### src/rtl/fifo_frame_pkg.sv
// Shared types and helpers for the audio frame FIFO feeding the FFT stage.
package fifo_frame_pkg;

    typedef enum logic [1:0] {
        ST_IDLE   = 2'd0,
        ST_READY  = 2'd1,
        ST_STREAM = 2'd2
    } frame_state_t;

    // Pointer width needed to address a power-of-two storage of the given depth.
    function automatic int unsigned addr_width(input int unsigned depth);
        return (depth > 1) ? $clog2(depth) : 1;
    endfunction

endpackage

### src/rtl/fifo_frame_ctrl.sv
// Frame handshake FSM: announces a buffered frame, accepts the FFT start request
// and counts the reads of the frame being streamed out.
module fifo_frame_ctrl
    import fifo_frame_pkg::*;
#(
    parameter int unsigned CW        = 8,
    parameter int unsigned FRAME_LEN = 128
) (
    input  logic          clk,
    input  logic          n_rst,
    input  logic [CW-1:0] count,
    input  logic          rd_acc,
    input  logic          start_fft_in,
    output logic          frame_ready,
    output logic          start_fft,
    output logic          frame_done
);

    frame_state_t  state;
    frame_state_t  state_d;
    logic [CW-1:0] frm_cnt;
    logic [CW-1:0] frm_cnt_d;
    logic          frame_ready_d;
    logic          start_fft_d;
    logic          frame_done_d;

    // State, frame-read counter and the registered handshake outputs.
    always_ff @(posedge clk) begin
        if (!n_rst) begin
            state       <= ST_IDLE;
            frm_cnt     <= '0;
            frame_ready <= 1'b0;
            start_fft   <= 1'b0;
            frame_done  <= 1'b0;
        end else begin
            state       <= state_d;
            frm_cnt     <= frm_cnt_d;
            frame_ready <= frame_ready_d;
            start_fft   <= start_fft_d;
            frame_done  <= frame_done_d;
        end
    end

    always_comb begin
        state_d   = state;
        frm_cnt_d = frm_cnt;
        case (state)
            ST_IDLE: begin
                if (count >= CW'(FRAME_LEN)) state_d = ST_READY;
            end
            ST_READY: begin
                // Draining reads can take the buffer below a full frame again.
                if (count < CW'(FRAME_LEN)) begin
                    state_d = ST_IDLE;
                end else if (start_fft_in) begin
                    state_d   = ST_STREAM;
                    frm_cnt_d = '0;
                end
            end
            ST_STREAM: begin
                if (rd_acc) begin
                    if (frm_cnt == CW'(FRAME_LEN - 1)) begin
                        state_d   = ST_IDLE;
                        frm_cnt_d = '0;
                    end else begin
                        frm_cnt_d = frm_cnt + CW'(1);
                    end
                end
            end
            default: state_d = ST_IDLE;
        endcase
    end

    always_comb begin
        frame_ready_d = (state_d == ST_READY);
        start_fft_d   = (state == ST_READY) && (state_d == ST_STREAM);
        frame_done_d  = (state == ST_STREAM) && (state_d == ST_IDLE);
    end

endmodule

### src/rtl/fifo_frame_buf.sv
// Circular sample FIFO with FFT frame handshake and sticky overflow/underflow error.
// Optional almost-full/almost-empty flags enabled by FIFO_FRAME_ALMOST_FLAGS_EN.
module fifo_frame_buf
    import fifo_frame_pkg::*;
#(
    parameter int unsigned DWIDTH        = 32,
    parameter int unsigned DEPTH         = 128,
    parameter int unsigned FRAME_LEN     = 128,
    parameter int unsigned ALMOST_MARGIN = 8
) (
    input  logic                   clk,
    input  logic                   n_rst,
    input  logic                   wr_ce,
    input  logic [DWIDTH-1:0]      data_in,
    input  logic                   rd_ce,
    output logic [DWIDTH-1:0]      data_out,
    input  logic                   start_fft_in,
    output logic                   start_fft,
    output logic                   frame_ready,
    output logic                   frame_done,
    output logic [$clog2(DEPTH):0] count,
    output logic                   full,
    output logic                   empty,
    input  logic                   err_clr,
    output logic                   error,
    output logic                   almost_full,
    output logic                   almost_empty
);

    localparam int unsigned AW = addr_width(DEPTH);
    localparam int unsigned CW = AW + 1;

    logic [DWIDTH-1:0] mem [DEPTH];
    logic [AW-1:0]     wr_ptr;
    logic [AW-1:0]     rd_ptr;
    logic [AW-1:0]     wr_ptr_d;
    logic [AW-1:0]     rd_ptr_d;
    logic [CW-1:0]     cnt_d;
    logic [DWIDTH-1:0] dout_d;
    logic              wr_acc;
    logic              rd_acc;
    logic              fault;

    // A full FIFO still takes a write when the head is popped in the same cycle.
    assign wr_acc = wr_ce && (!full || rd_ce);
    assign rd_acc = rd_ce && !empty;
    assign fault  = (wr_ce && full && !rd_ce) || (rd_ce && empty);

    always_comb begin
        wr_ptr_d = wr_acc ? wr_ptr + AW'(1) : wr_ptr;
        rd_ptr_d = rd_acc ? rd_ptr + AW'(1) : rd_ptr;
        cnt_d    = count;
        case ({wr_acc, rd_acc})
            2'b10:   cnt_d = count + CW'(1);
            2'b01:   cnt_d = count - CW'(1);
            default: cnt_d = count;
        endcase
        // Next head comes straight from data_in when the write lands on it.
        if (cnt_d == '0) begin
            dout_d = '0;
        end else if (wr_acc && (wr_ptr == rd_ptr_d)) begin
            dout_d = data_in;
        end else begin
            dout_d = mem[rd_ptr_d];
        end
    end

    always_ff @(posedge clk) begin
        if (wr_acc) mem[wr_ptr] <= data_in;
    end

    always_ff @(posedge clk) begin
        if (!n_rst) begin
            wr_ptr   <= '0;
            rd_ptr   <= '0;
            count    <= '0;
            full     <= 1'b0;
            empty    <= 1'b1;
            data_out <= '0;
            error    <= 1'b0;
        end else begin
            wr_ptr   <= wr_ptr_d;
            rd_ptr   <= rd_ptr_d;
            count    <= cnt_d;
            full     <= (cnt_d == CW'(DEPTH));
            empty    <= (cnt_d == '0);
            data_out <= dout_d;
            error    <= fault || (error && !err_clr);
        end
    end

`ifdef FIFO_FRAME_ALMOST_FLAGS_EN
    always_ff @(posedge clk) begin
        if (!n_rst) begin
            almost_full  <= 1'b0;
            almost_empty <= 1'b1;
        end else begin
            almost_full  <= (cnt_d >= CW'(DEPTH - ALMOST_MARGIN));
            almost_empty <= (cnt_d <= CW'(ALMOST_MARGIN));
        end
    end
`else
    logic unused_margin;
    assign unused_margin = ^(32'(ALMOST_MARGIN));
    assign almost_full   = 1'b0;
    assign almost_empty  = 1'b0;
`endif

    fifo_frame_ctrl #(
        .CW        (CW),
        .FRAME_LEN (FRAME_LEN)
    ) u_ctrl (
        .clk          (clk),
        .n_rst        (n_rst),
        .count        (count),
        .rd_acc       (rd_acc),
        .start_fft_in (start_fft_in),
        .frame_ready  (frame_ready),
        .start_fft    (start_fft),
        .frame_done   (frame_done)
    );

endmodule

### config.mk
export PLATFORM = sky130hd
export DESIGN_NAME = fifo_frame_buf
export DESIGN_NICKNAME = d
export VERILOG_FILES = /design/src/rtl/fifo_frame_pkg.sv /design/src/rtl/fifo_frame_ctrl.sv /design/src/rtl/fifo_frame_buf.sv
export SDC_FILE = /design/constraint.sdc
export NUM_CORES = 2
export LEC_CHECK = 0
export ABC_CLOCK_PERIOD_IN_PS = 5350
export BUFFER_PORTS_ARGS = -buffer_cell sky130_fd_sc_hd__buf_2
export CAP_MARGIN = 20
export CORE_AREA = 2 2 737 739
export DETAILED_ROUTE_END_ITERATION = 6
export DIE_AREA = 0 0 739 741
export PLACE_DENSITY_LB_ADDON = 0.3
export SLEW_MARGIN = 0
export SYNTH_ARGS = -nofsm -noshare
export SYNTH_HDL_FRONTEND = slang
export SYNTH_SLANG_ARGS = --single-unit
### constraint.sdc
create_clock -name clk -period 5.35 [get_ports clk]
set_input_delay 0.2675 -clock clk [delete_from_list [all_inputs] [get_ports clk]]
set_output_delay 0.2675 -clock clk [all_outputs]
set_load 0.05 [all_outputs]
==> impl_metrics.yaml <==
run_status:
  outcome: "finished clean"
die:
  die_x_um: 739
  core.rowCount: 270
  pin_count: 86
  start_util: 0.299
  coreArea_um2: 540000
  die_height_um: 741
  die-area_um2: 548000
final_layout:
  most-common-layout-cells: "4096 x edfxtp_1, 2856 x nand2_1, 900 x nand3_1"
  layout_commonest_cell: "edfxtp_1"
  drive_gt1_frac: 0.120
  fin_area_um2: 188000
  stdcell_count: 18873
  syn_to_final_growth_pct: 16.3
  nets: 11345
yosys:
  synth_enable_flop_cells: 4096
  syn-mean-instance-area_um2: 14.7
  yosys.area.top_type_share: 0.763
  yosys-top-cells-area: "edfxtp_1 76%, nand2_1 6.6%, mux2i_1 3.9%, nand3_1 2.8%, a32oi_1 2.4%"
  synth_top_area_cell: "edfxtp_1"
  yosysUniqueCellTypes: 67
  async_reset_ff_frac: 0
  synth_seq_area_share: 0.771
  ys_ff_latch: 4166
  netlist_area_um2: 161000
  yosysWarnings: 0
  synth_cells: 10939
  ys.flop_type: "edfxtp_1"
setup_path:
  cp_slowest_stage_delay_ps: 950
  critPathMostFrequentCell: "buf_4"
  critical_path_class: "reg2reg"
  crit_start: "empty"
  worstSetupEndpointType: "register"
  critical_path.cell_chain: "nand2b_4 > inv_4 > xnor2_4 > buf_12 > buf_4 > nand2_1 > a32oi_1 > a31oi_1 > or3_1 > nor4_1 > buf_4 > nand4_1 > a21oi_1"
  critPathSlowestCell: "nor4_1"
  reg2reg_from: "empty"
  cp.arrival_ps: 5950
  required_ps: 6290
  cp_max_fo: 58
  cp_top_family: "simple AND/OR/NAND/NOR gates"
  start_kind: "register"
  reg2reg_setup_slack_ps: 340
  critPathBufInv: 4
drt:
  via_per_inst: 5.19
  detail-route-antenna-nets: 0
  vias: 97870
  wire_per_inst_um: 27.1
  drtIter0Drc: 11476
  drc: 0
  firstDrtPassIters: 6
  totalWireLength_mm: 511
timing:
  tns_ps: 0
  slew_violations: 0
  fmax_ghz: 0.199
  rsz0062_at_grt: "no"
  worst_clock_skew_ps: 94.3
  relSlewSlack: 0.138
  hold_viol_final: 0
  fin_crit_sh: 0.937
  setup_slack_ps: 337
  worst_pin_slew_ps: 1280
  setup_viol: 0
  finalCriticalPeriod_ps: 5010
pwr:
  powerDensity_nw_per_um2: 413
  ir_worst_vdd_mv: 0.307
  power.leakage_uw: 0.0619
cts:
  tritoncts: "done"
  cts_made_buffers: 426
  clk_pin_slew_ps: 60
  clock_tree.root_cell: "clkbuf_16"
  clockBufferDepth: 4
  clock_latency_ps: 1040
  post_cts_buffers: 0
  h-tree-depth: 5
  cts_sinks: 4166
hold_path:
  holdCritStartpoint: "rd_ce"
  holdCritPathClass: "in2reg"
placement:
  post-dp-hpwl_mm: 285
  io_buffer_count: 83
  place_inst: 18040
  dpl_cell_area_um2: 174000
  pre_cts_ws_ps: 473
  routabilityCongestion: 0.820
grt:
  grt_max_degree: 130
  grt_pass1_wl_mm: 717
  grt_overflow_total: 0
  grt.total_usage: 0.179
  grt_pass1_vias: 93315
  antenna_found_initial: 30
job:
  max_cap_violations: 0
registers in the layout, indices dropped and copies added, names as in the netlist:
name                count
data_out               32
count                   8
u_ctrl.frame_done       1
u_ctrl.frm_cnt          8
wr_ptr                  7
u_ctrl.start_fft        1
u_ctrl.state            2
full                    1
u_ctrl.frame_ready      1
empty                   1
mem                  4096
rd_ptr                  7
error                   1
cell usage after synthesis, drive strengths merged, types with 34 or more instances:
master and instances:
nand3 903, a21oi 56, or3 34, dfxtp 70, clkbuf 323, nand4 47, nor4 35, a32o 58
edfxtp 4096, nand2 2857, a221oi 59, o41ai 59, a32oi 442, buf 388, a31oi 444, mux2i 631
nor2 191
what timing repair did:
item | CTS | global route
resized for setup | 0 | 0
hold buffers | 38 | 0
endpoints found under the hold margin | 1790 | 0
worst reg2reg max path, cell delays in order, from the launching register on:
cell and delay [ps]:
dfxtp_1 410, nand2b_4 310, inv_4 150, xnor2_4 730
buf_12 380, buf_4 380, nand2_1 90, a32oi_1 270
a31oi_1 140, or3_1 560, nor4_1 960, buf_4 240
nand4_1 80, a21oi_1 210
routing by layer:
layer	up-vias	global-route usage	routed length, um
met5	-	0	21
met1	50889	0.257	224000
met3	689	0.0265	38100
li1	42393	-	-
met4	4	0.0503	14300
met2	3895	0.283	234000
per-stage QoR:
stage,hold WS (ps),utilization,power (uW)
floorplan,366,-,44900
global placement,467,0.322,49400
detailed placement,468,0.322,49400
CTS,24.3,0.348,78000
global route,76.4,0.348,80000
finish,105,0.348,77500
cell families after synthesis:
| group | Yosys count | share of synthesized area |
|---|---|---|
| compound gates | 1204 | 0.0567 |
| xor+xnor | 34 | 0.00220 |
| fa+ha+maj | 6 | 0.000465 |
| buf+inv | 721 | 0.0209 |
| flops | 4166 | 0.771 |
| mux | 643 | 0.0408 |
| other cells | 1 | 0.0000232 |
| simple gates | 4164 | 0.108 |
worst paths after layout:
| path | to | cells past startpoint |
|---|---|---|
| min reg2reg | u_ctrl.frm_cnt[1] | 2 |
| min | u_ctrl.start_fft | 5 |
| max | data_out[7] | 13 |
| max reg2reg | data_out[7] | 13 |
cell type report:
cell class                      instances  area [um^2]
Timing Repair Buffer                  644         5920
Clock buffer                          547        11300
Antenna cell                           15         37.5
Sequential cell                      4166       124000
Tap cell                             7208         9020
Clock inverter                        230         1900
Multi-Input combinational cell       6053        35000
Fill cell                           51644       352000
Inverter                               10         40.0
power breakdown:
group	switching, uW	internal (uW)	total (uW)
Clock	12700	16100	28800
Sequential	317	36000	36300
Combinational	8480	3960	12400
Note: power is estimated with default switching activity, not from simulation.
